===== src/rtl/sample_pair_packer.sv =====
// Packs consecutive decimator samples into 2*SAMPLE_WIDTH words and buffers them in a FWFT FIFO.
// Optional drop counter output ovf_count is enabled by defining SAMPLE_PAIR_PACKER_OVF_CNT_EN.
module sample_pair_packer #(
  parameter int SAMPLE_WIDTH = 16,
  parameter int FIFO_DEPTH   = 8
) (
  input  logic                          clk,
  input  logic                          reset,
  input  logic                          valid_in,
  input  logic [SAMPLE_WIDTH-1:0]       data_in,
  input  logic                          flush,
  output logic                          m_valid,
  input  logic                          m_ready,
  output logic [2*SAMPLE_WIDTH-1:0]     m_data,
  output logic                          m_partial,
  output logic                          overflow,
`ifdef SAMPLE_PAIR_PACKER_OVF_CNT_EN
  output logic [$clog2(FIFO_DEPTH):0]   level,
  output logic [15:0]                   ovf_count
`else
  output logic [$clog2(FIFO_DEPTH):0]   level
`endif
);

  localparam int SW = SAMPLE_WIDTH;
  localparam int PW = $clog2(FIFO_DEPTH) + 1;

  typedef enum logic {EMPTY, HALF} state_t;

  state_t          state_q, state_d;
  logic [SW-1:0]   hold_q, hold_d;
  logic            pushReq;
  logic [2*SW-1:0] pushData;
  logic            pushPartial;

  logic [2*SW:0]   mem [FIFO_DEPTH];
  logic [PW-1:0]   wrPtr_q, rdPtr_q;
  logic            fifoEmpty, fifoFull, pop, doPush, drop;
  logic            overflow_q;

  always_comb begin
    state_d     = state_q;
    hold_d      = hold_q;
    pushReq     = 1'b0;
    pushData    = '0;
    pushPartial = 1'b0;
    unique case (state_q)
      EMPTY: begin
        if (valid_in && flush) begin
          pushReq     = 1'b1;
          pushData    = {{SW{1'b0}}, data_in};
          pushPartial = 1'b1;
        end else if (valid_in) begin
          hold_d  = data_in;
          state_d = HALF;
        end
      end
      HALF: begin
        // A new sample always completes the pair; a concurrent flush has nothing left to pad.
        if (valid_in) begin
          pushReq  = 1'b1;
          pushData = {data_in, hold_q};
          state_d  = EMPTY;
        end else if (flush) begin
          pushReq     = 1'b1;
          pushData    = {{SW{1'b0}}, hold_q};
          pushPartial = 1'b1;
          state_d     = EMPTY;
        end
      end
      default: state_d = EMPTY;
    endcase
  end

  always_ff @(posedge clk or posedge reset) begin
    if (reset) begin
      state_q <= EMPTY;
      hold_q  <= '0;
    end else begin
      state_q <= state_d;
      hold_q  <= hold_d;
    end
  end

  assign fifoEmpty = (wrPtr_q == rdPtr_q);
  assign fifoFull  = (wrPtr_q[PW-1] != rdPtr_q[PW-1]) &&
                     (wrPtr_q[PW-2:0] == rdPtr_q[PW-2:0]);
  assign pop       = !fifoEmpty && m_ready;
  // When full, a same-cycle pop frees the head slot that the write pointer aliases.
  assign doPush    = pushReq && (!fifoFull || pop);
  assign drop      = pushReq && fifoFull && !pop;

  always_ff @(posedge clk) begin
    if (doPush) mem[wrPtr_q[PW-2:0]] <= {pushPartial, pushData};
  end

  always_ff @(posedge clk or posedge reset) begin
    if (reset) begin
      wrPtr_q    <= '0;
      rdPtr_q    <= '0;
      overflow_q <= 1'b0;
    end else begin
      if (doPush) wrPtr_q <= wrPtr_q + 1'b1;
      if (pop)    rdPtr_q <= rdPtr_q + 1'b1;
      if (drop)   overflow_q <= 1'b1;
    end
  end

  assign m_valid   = !fifoEmpty;
  assign m_data    = fifoEmpty ? '0   : mem[rdPtr_q[PW-2:0]][2*SW-1:0];
  assign m_partial = fifoEmpty ? 1'b0 : mem[rdPtr_q[PW-2:0]][2*SW];
  assign overflow  = overflow_q;
  assign level     = wrPtr_q - rdPtr_q;

`ifdef SAMPLE_PAIR_PACKER_OVF_CNT_EN
  logic [15:0] ovfCount_q;

  always_ff @(posedge clk or posedge reset) begin
    if (reset)                              ovfCount_q <= '0;
    else if (drop && ovfCount_q != 16'hFFFF) ovfCount_q <= ovfCount_q + 16'd1;
  end

  assign ovf_count = ovfCount_q;
`endif

endmodule


===== config.mk =====
export PLATFORM = sky130hd
export DESIGN_NAME = sample_pair_packer
export DESIGN_NICKNAME = d
export VERILOG_FILES = /design/src/rtl/sample_pair_packer.sv
export SDC_FILE = /design/constraint.sdc
export NUM_CORES = 1
export LEC_CHECK = 0
export ABC_AREA = 1
export CORE_ASPECT_RATIO = 0.5
export CORE_MARGIN = 4
export CORE_UTILIZATION = 55
export CTS_CLUSTER_DIAMETER = 120
export DETAILED_ROUTE_END_ITERATION = 10
export PLACE_DENSITY = 0.78
export SYNTH_ARGS = -nofsm -noshare
export SYNTH_HDL_FRONTEND = slang
export SYNTH_SLANG_ARGS = --single-unit

===== constraint.sdc =====
create_clock -name clk -period 5.4 [get_ports clk]
set_input_delay 1.08 -clock clk [delete_from_list [all_inputs] [get_ports clk]]
set_output_delay 1.08 -clock clk [all_outputs]
set_load 0.005 [all_outputs]

* Yosys cells after proc, flatten, opt, wreduce, memory -nomap -nowiden
Memories as Yosys holds them, arrays and structs flattened.
Cells that the tools add are included.
** Word-level totals
- Register bits after elaboration :: 26
- Bits in latches :: 0
- Bits in writable memories :: 264
- Memory bits (read-only) :: 0
- Input bits :: 21
- Output and inout port bits :: 39
- Logic and storage cells :: 44
- Memories :: 1
** Memory list
- mem :: words 8, bits a word 33, read ports 1, clocked after Yosys merged registers in 0, write ports 1, RTL line 36 : logic [2*SW:0] mem [FIFO_DEPTH];
** Cells by class
- Add/sub/neg operators :: 3
- $mul :: 0
- Divide/modulo/power cells :: 0
- Order comparisons :: 0
- Equal/unequal tests :: 3
- Shift operators :: 0
- Muxes and demuxes :: 19
- Bitwise logic cells :: 2
- Reductions and logical operators :: 11
** Operators with widths (count)
- 32-bit two-way mux :: 2
- 32-bit one-hot mux with 2 select lines :: 1
- 16-bit two-way mux :: 2
- 1-bit two-way mux :: 11
- 4-bit by 1-bit adder with 4-bit output, second input constant :: 2
- 1-bit logical AND :: 6
- 1-bit one-hot mux with 2 select lines :: 3
- 4-bit equality test :: 1
- 4-bit subtractor :: 1
- 3-bit equality test :: 1
- 1-bit zero test :: 3
- 3-bit AND reduction :: 1
- 1-bit NOT :: 2
- 1-bit logical OR :: 1
- 1-bit != test :: 1

* Logic depth before layout (Yosys ltp)
- Word-level depth :: 7
- Mapped depth :: 12
- Gate-level depth less buffers :: 8

* Worst setup path before layout
OpenSTA, ideal clock, no wires.
- Path type :: input to register
- Start point :: input valid_in
- End point :: memory mem[2][0] (netlist bit), enable pin
- Library setup time :: 423 ps
- Arrival time :: 3024 ps
- Required time :: 4977 ps
- Slack :: 1953 ps
- Cell stages on the path :: 6
- Buffers on the path :: 0
- Path through :: inv_1 -> nand2_2 -> nand2_1 -> o21ai_2 -> nand3_1 -> nor2_1
** Between the ends
- Longest elaborated chain between the ends :: 6
- Elaborated cells between the ends (all ways) :: 7
- Those cells by class :: mux (5); reduce/logical (2)
** RTL lines
- start: declaration :: RTL line 9 : input logic valid_in,
- 1-bit logical AND :: RTL line 49 : if (valid_in && flush) begin
- 1-bit two-way mux :: RTL line 49
- 1-bit one-hot mux with 2 select lines (*) :: RTL line 47 : unique case (state_q)
- 1-bit logical AND (*) :: RTL line 90 : assign doPush = pushReq && (!fifoFull || pop);
- 1-bit two-way mux (*) :: RTL line 94 : if (doPush) mem[wrPtr_q[PW-2:0]] <= {pushPartial, pushData};
- 1-bit two-way mux (not written as such) (*) :: RTL line 94
- end: declaration :: RTL line 36
Every way passes the cells marked *; elsewhere a longest branch is shown, timed or not.

* Worst setup path in the final report
- Start point :: register rdPtr_q[0]
- End point :: output m_data[22]
** Between the ends
- Longest elaborated chain between the ends :: 2
- Elaborated cells between the ends (all ways) :: 3
- Those cells by class :: eq/ne (1); mux (1); memory (1)
** RTL lines
- start: declaration :: RTL line 37 : logic [PW-1:0] wrPtr_q, rdPtr_q;
- start signal: assignment :: RTL line 104 : if (pop) rdPtr_q <= rdPtr_q + 1'b1;
- memory read 8 x 33 bit or 4-bit equality test (tied branches)
- 32-bit two-way mux (*) :: RTL line 110 : assign m_data = fifoEmpty ? '0 : mem[rdPtr_q[PW-2:0]][2*SW-1:0];
- end: declaration :: RTL line 14 : output logic [2*SAMPLE_WIDTH-1:0] m_data,
Marks and branches as above.

==> results.txt <==
* Count of different cell masters after synthesis: 22
- Detailed placement finished with a half-perimeter wire length of 17140 um.
- Counting the buffers created by CTS gives 25.
- The number of nets in the synthesized netlist is between 1000 and 1500.
- Maximum number of pins on one net before global-route repair: ~110
- The die is approximately 120 um tall.
- Initial cell density of the core: 0.5682
- The hold violation count in the final report was 0.
* Number of setup buffers added after CTS: 0
* F_max: between 200 and 250 MHz
- Share of post-route cells with drive strength above 1: 0.04725
- At the end of the flow the core is filled with cells to 0.6375.
- OpenSTA, run right after detailed placement, puts the worst setup slack at 1392 ps.
- Final worst path period need: 4546 ps
* Final Instance Count excl. Fillers: 1725
- The number of max-slew violations in the final report is 0.
- Seq pwr share: 0.375
* Most frequent cells in the layout: nand2_1, inv_1, edfxtp_1
- The final layout contains routed wiring with a total length of 29880 um.
- Across all setup checks in the final design, the least slack found is roughly 850 ps.
- ANT nets after route: 0
- VDD IR max: 0.4597 mV
* Worst hold margin: 470.1 ps
- The internal power of the cells totals 4.991 mW.
* Reg-to-reg slack, setup: about 2200 ps
- Yosys printed 0 warnings.
* Die outline width: roughly 230 um
- STA classifies the critical path startpoint as a flop.
- Crit path required time: around 4300 ps
* Critical Path Sink Type: output port
* Number of iterations in the first detailed-routing pass: 5
* Clock insertion delay at the later pin of the skew report: 520 ps
- Most common cell after layout, fill and taps aside: nand2_1
* Largest stage delay on the critical path: approximately 780 ps
* Antenna cell count: 0
- Post-layout net count: 1427
* Worst r2r path cells: 6
- Of the total power, the share spent switching nets is 0.3519.
- Flop and latch count out of synthesis: 290
* Net switching power of the design: 2.711 mW
* Share of the clock period used by the worst path after layout: 0.8418
* Clock slew at reported path FFs: 70 ps
- In this run the number of H-tree levels came out at 1.
* Worst setup endpoint: m_data[22]
- After detailed routing, the average wire length per cell comes to 17.32 um.
* Total global-route track usage: 0.2220
- In this run the cell area of the synthesized design comes to approximately 13000 um^2.
* Via count of the first global-routing pass: 8954
- Synth top area share: 0.6032
- Total clock sinks: 290
- Clock Root Buffer: clkbuf_16
- The critical path in this run is classified as reg2out.
* Synth Instances: between 1000 and 1500
- Of the total power, combinational logic draws 0.388.
- In this run the critical register-to-register path is captured at mem[4][9].
- Post-route DRC violation count: 0
* Sum of negative setup slack: 0 ps
- Among all stages on the critical path, the largest delay is contributed by nand3_2.
- The initialized floorplan defines 39 standard-cell rows.
- Including well taps, the total number of placed cells is 1680.
* Number of buffer cells added on primary ports: 59
* Post-synthesis area per instance: between 9 and 10 um^2
- Top fanout value on the critical path: slightly above 50
* Start of the worst register-to-register path: rdPtr_q[0]
- For the pin with the worst max-slew slack, the measured transition is 1267 ps.
- In this design, the critical path's most frequently occurring cell is nor2_1.
- Setup repair after global routing missed its margin: no
* Clock tree from TritonCTS: done
- The area growth from synthesis to layout is 12.20%.
- Number of vias in the routed layout: roughly 9200
- Routability-driven placement finished with a final weighted congestion of between 0.8 and 0.9.
* Total overflow reported by the global router: 0
- In this run the tightest slew margin relative to its limit is 0.1464.
* Synth top area cells: edfxtp_1, nand2_1, inv_1
* Kind of path behind the tightest hold check: reg2reg
- For this design the top-level I/O count stands at 60.
- Static power due to leakage: 6.691 nW
- Most area-hungry cell type in the Yosys netlist: edfxtp_1
- Gates resized during post-CTS repair numbered 0.
* Ordered cell list for the critical path: ha_1 -> inv_1 -> nor2_1 -> nand3_2 -> nand2_1 -> nor2_1 -> clkdlybuf4s50_1
- Run status: finished clean
- On the final layout, the worst clock skew is 15.51 ps.
- Cts-stage hold buffer count: 0
* Clock share of power: 0.237
- The share of the Yosys chip area taken by registers is 0.6527.
- After the first detailed-routing iteration, the DRC count stood at 1017.
- Max-cap violation count: 0
* Number of setup violations in the final report: 0
- PD cells: 522.3 nW/um^2
- Tracing the worst setup path back leads to its startpoint at rdPtr_q[0].
- Worst-case clock buffer depth: 3
- The first global-routing pass estimated around 47000 um of wire.
- After detailed routing, the number of vias per cell comes to 5.325.
- The total area inside the core boundary comes to 23130 um^2.
- The floorplan step defined a die boundary enclosing 26580 um^2.
- The initial antenna violation count came to 0.
- Data on the critical path arrives at its endpoint at about 3500 ps.
[Yosys cell counts]
cell	n
edfxtp_1	264
buf_2	24
buf_4	6
nor2_1	92
xnor2_1	3
nand2_2	2
inv_2	3
nand3_1	197
dfrtp_1	26
nand4_1	1
xor2_1	2
nand2_1	378
clkbuf_1	22
buf_1	5
nor3_1	1
ha_1	5
a21oi_1	1
fa_1	1
o21ai_2	1
inv_1	292
o21ai_0	35
buf_6	9
[kinds of logic after synthesis]
logic type      Yosys count  synth area share
compound gates           37           0.01438
xor+xnor                  5          0.003333
fa+ha+maj                 6          0.006283
buf+inv                 361            0.1122
flops                   290            0.6527
simple gates            671            0.2111
[layout make-up]
| cell class | count | area, um^2 |
|---|---|---|
| flip-flops and latches | 290 | 8584 |
| fillers | 1719 | 8384 |
| multi-input cells | 719 | 3154 |
| inverters | 295 | 1109 |
| clock buffers | 34 | 699.4 |
| repair buffers | 69 | 678.2 |
| well taps | 307 | 384.1 |
| clock inverters | 11 | 136.4 |
[registers in the layout (all words and copies together) (netlist names)]
register,count
hold_q,16
overflow,1
state_q,1
wrPtr_q,4
rdPtr_q,4
mem,264
[worst min path at each step]
stage	start	end	slack, ps	cells after the start
after global placement	overflow	overflow	460	2
after floorplan	hold_q[0]	hold_q[0]	450	2
after detailed placement	overflow	overflow	450	2
final	overflow	overflow	470	2
after global routing	overflow	overflow	510	2
after CTS	overflow	overflow	480	2
[power groups by stage]
stage | sequential [mW] | clock (mW) | combinational, mW
6_report | 2.89 | 1.82 | 2.99
5_1_grt | 2.91 | 1.93 | 3.32
4_1_cts | 2.89 | 1.84 | 3.00
3_5_place_dp | 2.93 | 0 | 2.96
3_3_place_gp | 2.92 | 0 | 2.90
2_1_floorplan | 2.84 | 0 | 1.87
[worst max-delay path: cells and delay by family (launching register included)]
kind                     cells  cell delay [ps]
flip-flops                   1              710
buffers and inverters        2              510
adder cells (fa/ha/maj)      1              380
AND/OR/NAND/NOR              4             1320
[through the flow]
stage / power, mW / instance area, um^2
2_1_floorplan: 4.707 / 13140
3_3_place_gp: 5.820 / 13910
3_5_place_dp: 5.890 / 13910
4_1_cts: 7.724 / 14750
5_1_grt: 8.168 / 14750
6_report: 7.702 / 14750
[per-layer routing]
layer	track usage	share of wire	wire length, um
met5	0	0	0
met4	0.06459	0.024	714
met3	0.02971	0.082	2450
met2	0.3579	0.47	14130
met1	0.3195	0.42	12590
No activity file was read; power rests on OpenSTA's default activity.
==> variant (same flow settings) <==
The option `SAMPLE_PAIR_PACKER_OVF_CNT_EN` is turned on by a define.
--- a/src/rtl/sample_pair_packer.sv
+++ b/src/rtl/sample_pair_packer.sv
@@ -1,4 +1,6 @@
 // Packs consecutive decimator samples into 2*SAMPLE_WIDTH words and buffers them in a FWFT FIFO.
 // Optional drop counter output ovf_count is enabled by defining SAMPLE_PAIR_PACKER_OVF_CNT_EN.
+`define SAMPLE_PAIR_PACKER_OVF_CNT_EN
+
 module sample_pair_packer #(
   parameter int SAMPLE_WIDTH = 16,
Behaviour (old outputs only; new: ovf_count): same outputs for any inputs over 4 cycles, from zero or initial values and one cycle with reset high; that may be too few to reach the edited logic, so the function may still have changed.
==> variant against the original RTL <==
  * Sequential cell count grew 16
  * Fmax shrank 1.3%
  * Cell area is essentially flat
  * Synthesized area shrank 2.1%
  * Routed wire length shrank 1.4%
  * Setup slack lost 0.060 ns
  * Die area shrank 2.0%
  * Clock power grew 4%
  * Total power grew 3.9%
  * Critical path type unchanged
==> variant: results (changes against the original RTL) <==
Tot GR Track Use -> 0.2255 (+0.003562)
Num CTS Buffers -> 27 (+8.0%)
R2R setup slack -> 2.00 ns (-0.21 ns)
Crit path max fanout -> 84 (+65%)
Post-DP HPWL -> 17,000 um (-0.81%)
CP peak stage delay -> 0.78 ns (about the same)
Top Family by Delay on Critical Path -> buffers and inverters
Hold WC Path Type -> reg -> reg
Post-Route WL -> 29,470 um (-1.4%)
DRT iter0 DRCs -> 1,008 (-0.88%)
Worst EP arrival -> 3.53 ns (+0.06 ns)
CTS HTree Levels -> 1 (unchanged)
R2R cell count -> 9 (+3)
Ant. Diodes -> 0 (unchanged)
Most instantiated cells after synthesis -> 267 x nor2_1, 264 x edfxtp_1, 171 x o21ai_0, 151 x nand2_1, 45 x inv_1
Gpl congestion -> 0.8492 (-2.8%)
Ranking of synthesized cells by area -> edfxtp_1 62%, dfrtp_1 8.2%, nor2_1 7.8%
Largest register FFs -> 264 (unchanged)
Vias in the first global route -> 8,743 (-2.4%)
Number of synthesized flops with an enable pin -> 264 (unchanged)
Worst Clk Skew -> 0.01081 ns (-0.004707 ns)
Async set-reset flop share out of synthesis -> 0.1373 (+0.04760)
Largest net degree at the start of global routing -> 103 (-9.6%)
Post-synth cell types -> 30 (+36%)
Cells after DPL -> 1,484 (-12%)
Post-CTS Repair Setup Buffers -> 0 (unchanged)
Slowest cell on crit path -> dfrtp_4
Worst slew pin tran -> 1.230 ns (-0.03739 ns)
Global-route wire length before repair -> 46,260 um (-0.90%)
Buffer depth of the longest clock path -> 3 (unchanged)
Post-Synthesis Cells -> 1,149 (-16%)
Fin nets -> 1,234 (-14%)
Layout cells sized above 1 -> 0.07009 (+0.02284)
Worst flop-to-flop path startpoint -> rdPtr_q[0]
Hold EP -> overflow
Via count -> 8,904 (-3.1%)
Pleak -> 5.431 nW (-19%)
Peak VDD IR -> 0.0003817 V (-17%)
DRT Pass-1 Iters -> 6 (+1)
Fraction of the yosys area taken by sequential cells -> 0.6976 (+0.04488)
# port buffers -> 75 (+27%)
Worst skew pair latency -> 0.54 ns (+0.02 ns)
Vias per cell -> 5.804 (+9.0%)
Status -> completed
Initial antenna violation count -> 0 (unchanged)
R2R Path End -> mem[0][29]
Hold depth -> 1 (-1)
## variant: cell count changes after synthesis, sizes merged, moves of 33 or more
cell / before / now
nand2: 380 / 157
nor2: 92 / 271
o22ai: 0 / 33
nand3: 197 / 33
o211ai: 0 / 33
inv: 295 / 48
o21ai: 36 / 175
## variant: where the power goes
part	total, mW	internal, mW	leakage, nW	switching (mW)
Sequential	3.09	2.91	2.98	0.182
Combinational	3.02	1.25	2.02	1.77
Clock	1.89	1.06	0.433	0.829
Total	8.00	5.22	5.43	2.78
## variant: how the worst max path moves through the flow
stage	endpoint	cells past startpoint	from	slack (ns)
floorplan	mem[3][0]	6	flush	1.16
global placement	mem[4][13]	9	valid_in	1.31
detailed placement	mem[0][27]	10	valid_in	1.19
CTS	m_data[12]	8	rdPtr_q[0]	0.79
global route	m_data[12]	8	rdPtr_q[0]	0.58
finish	m_data[12]	8	rdPtr_q[0]	0.79
## variant: metal layers
metal  up-vias  GRT usage  share of wire
li1       4126          -              -
met5         -          0              0
met4         0    0.06974          0.022
met3        64    0.03666          0.085
met1      4290     0.3123           0.42
met2       424     0.3772           0.47
## variant: worst register-to-register path: stages, from the launching register on
cell and delay, ns:
dfrtp_4 0.78, ha_1 0.37, nand3_1 0.09, nor2_1 0.07, nand2_1 0.07, nand2_1 0.19, inv_1 0.21, nand2_1 0.27
nor2_4 0.66, buf_4 0.36
## variant: cells by family (layout without fill, tap and decap cells)
kind of cell,count (synthesis),count (layout),synth area share
compound gates,242,242,0.1037
xor+xnor,11,11,0.007486
fa+ha+maj,7,7,0.007388
flops,306,306,0.6976
simple gates,470,470,0.1452
buf+inv,113,191,0.03859
## variant: through the flow
step | instance area (um^2) | setup WS [ns] | hold WS, ns
6_report | 14750 | 0.7946 | 0.4746
3_5_place_dp | 13890 | 1.191 | 0.4662
4_1_cts | 14750 | 0.7873 | 0.4801
5_1_grt | 14750 | 0.5810 | 0.4896
3_3_place_gp | 13890 | 1.311 | 0.4573
2_1_floorplan | 12870 | 1.159 | 0.4537
## variant: cell type report
type | instances | area (um^2)
fillers | 1646 | 8184
repair buffers | 93 | 885.9
flip-flops and latches | 306 | 8985
clock inverters | 13 | 121.4
inverters | 48 | 182.7
well taps | 307 | 384.1
clock buffers | 37 | 743.2
multi-input cells | 730 | 3448
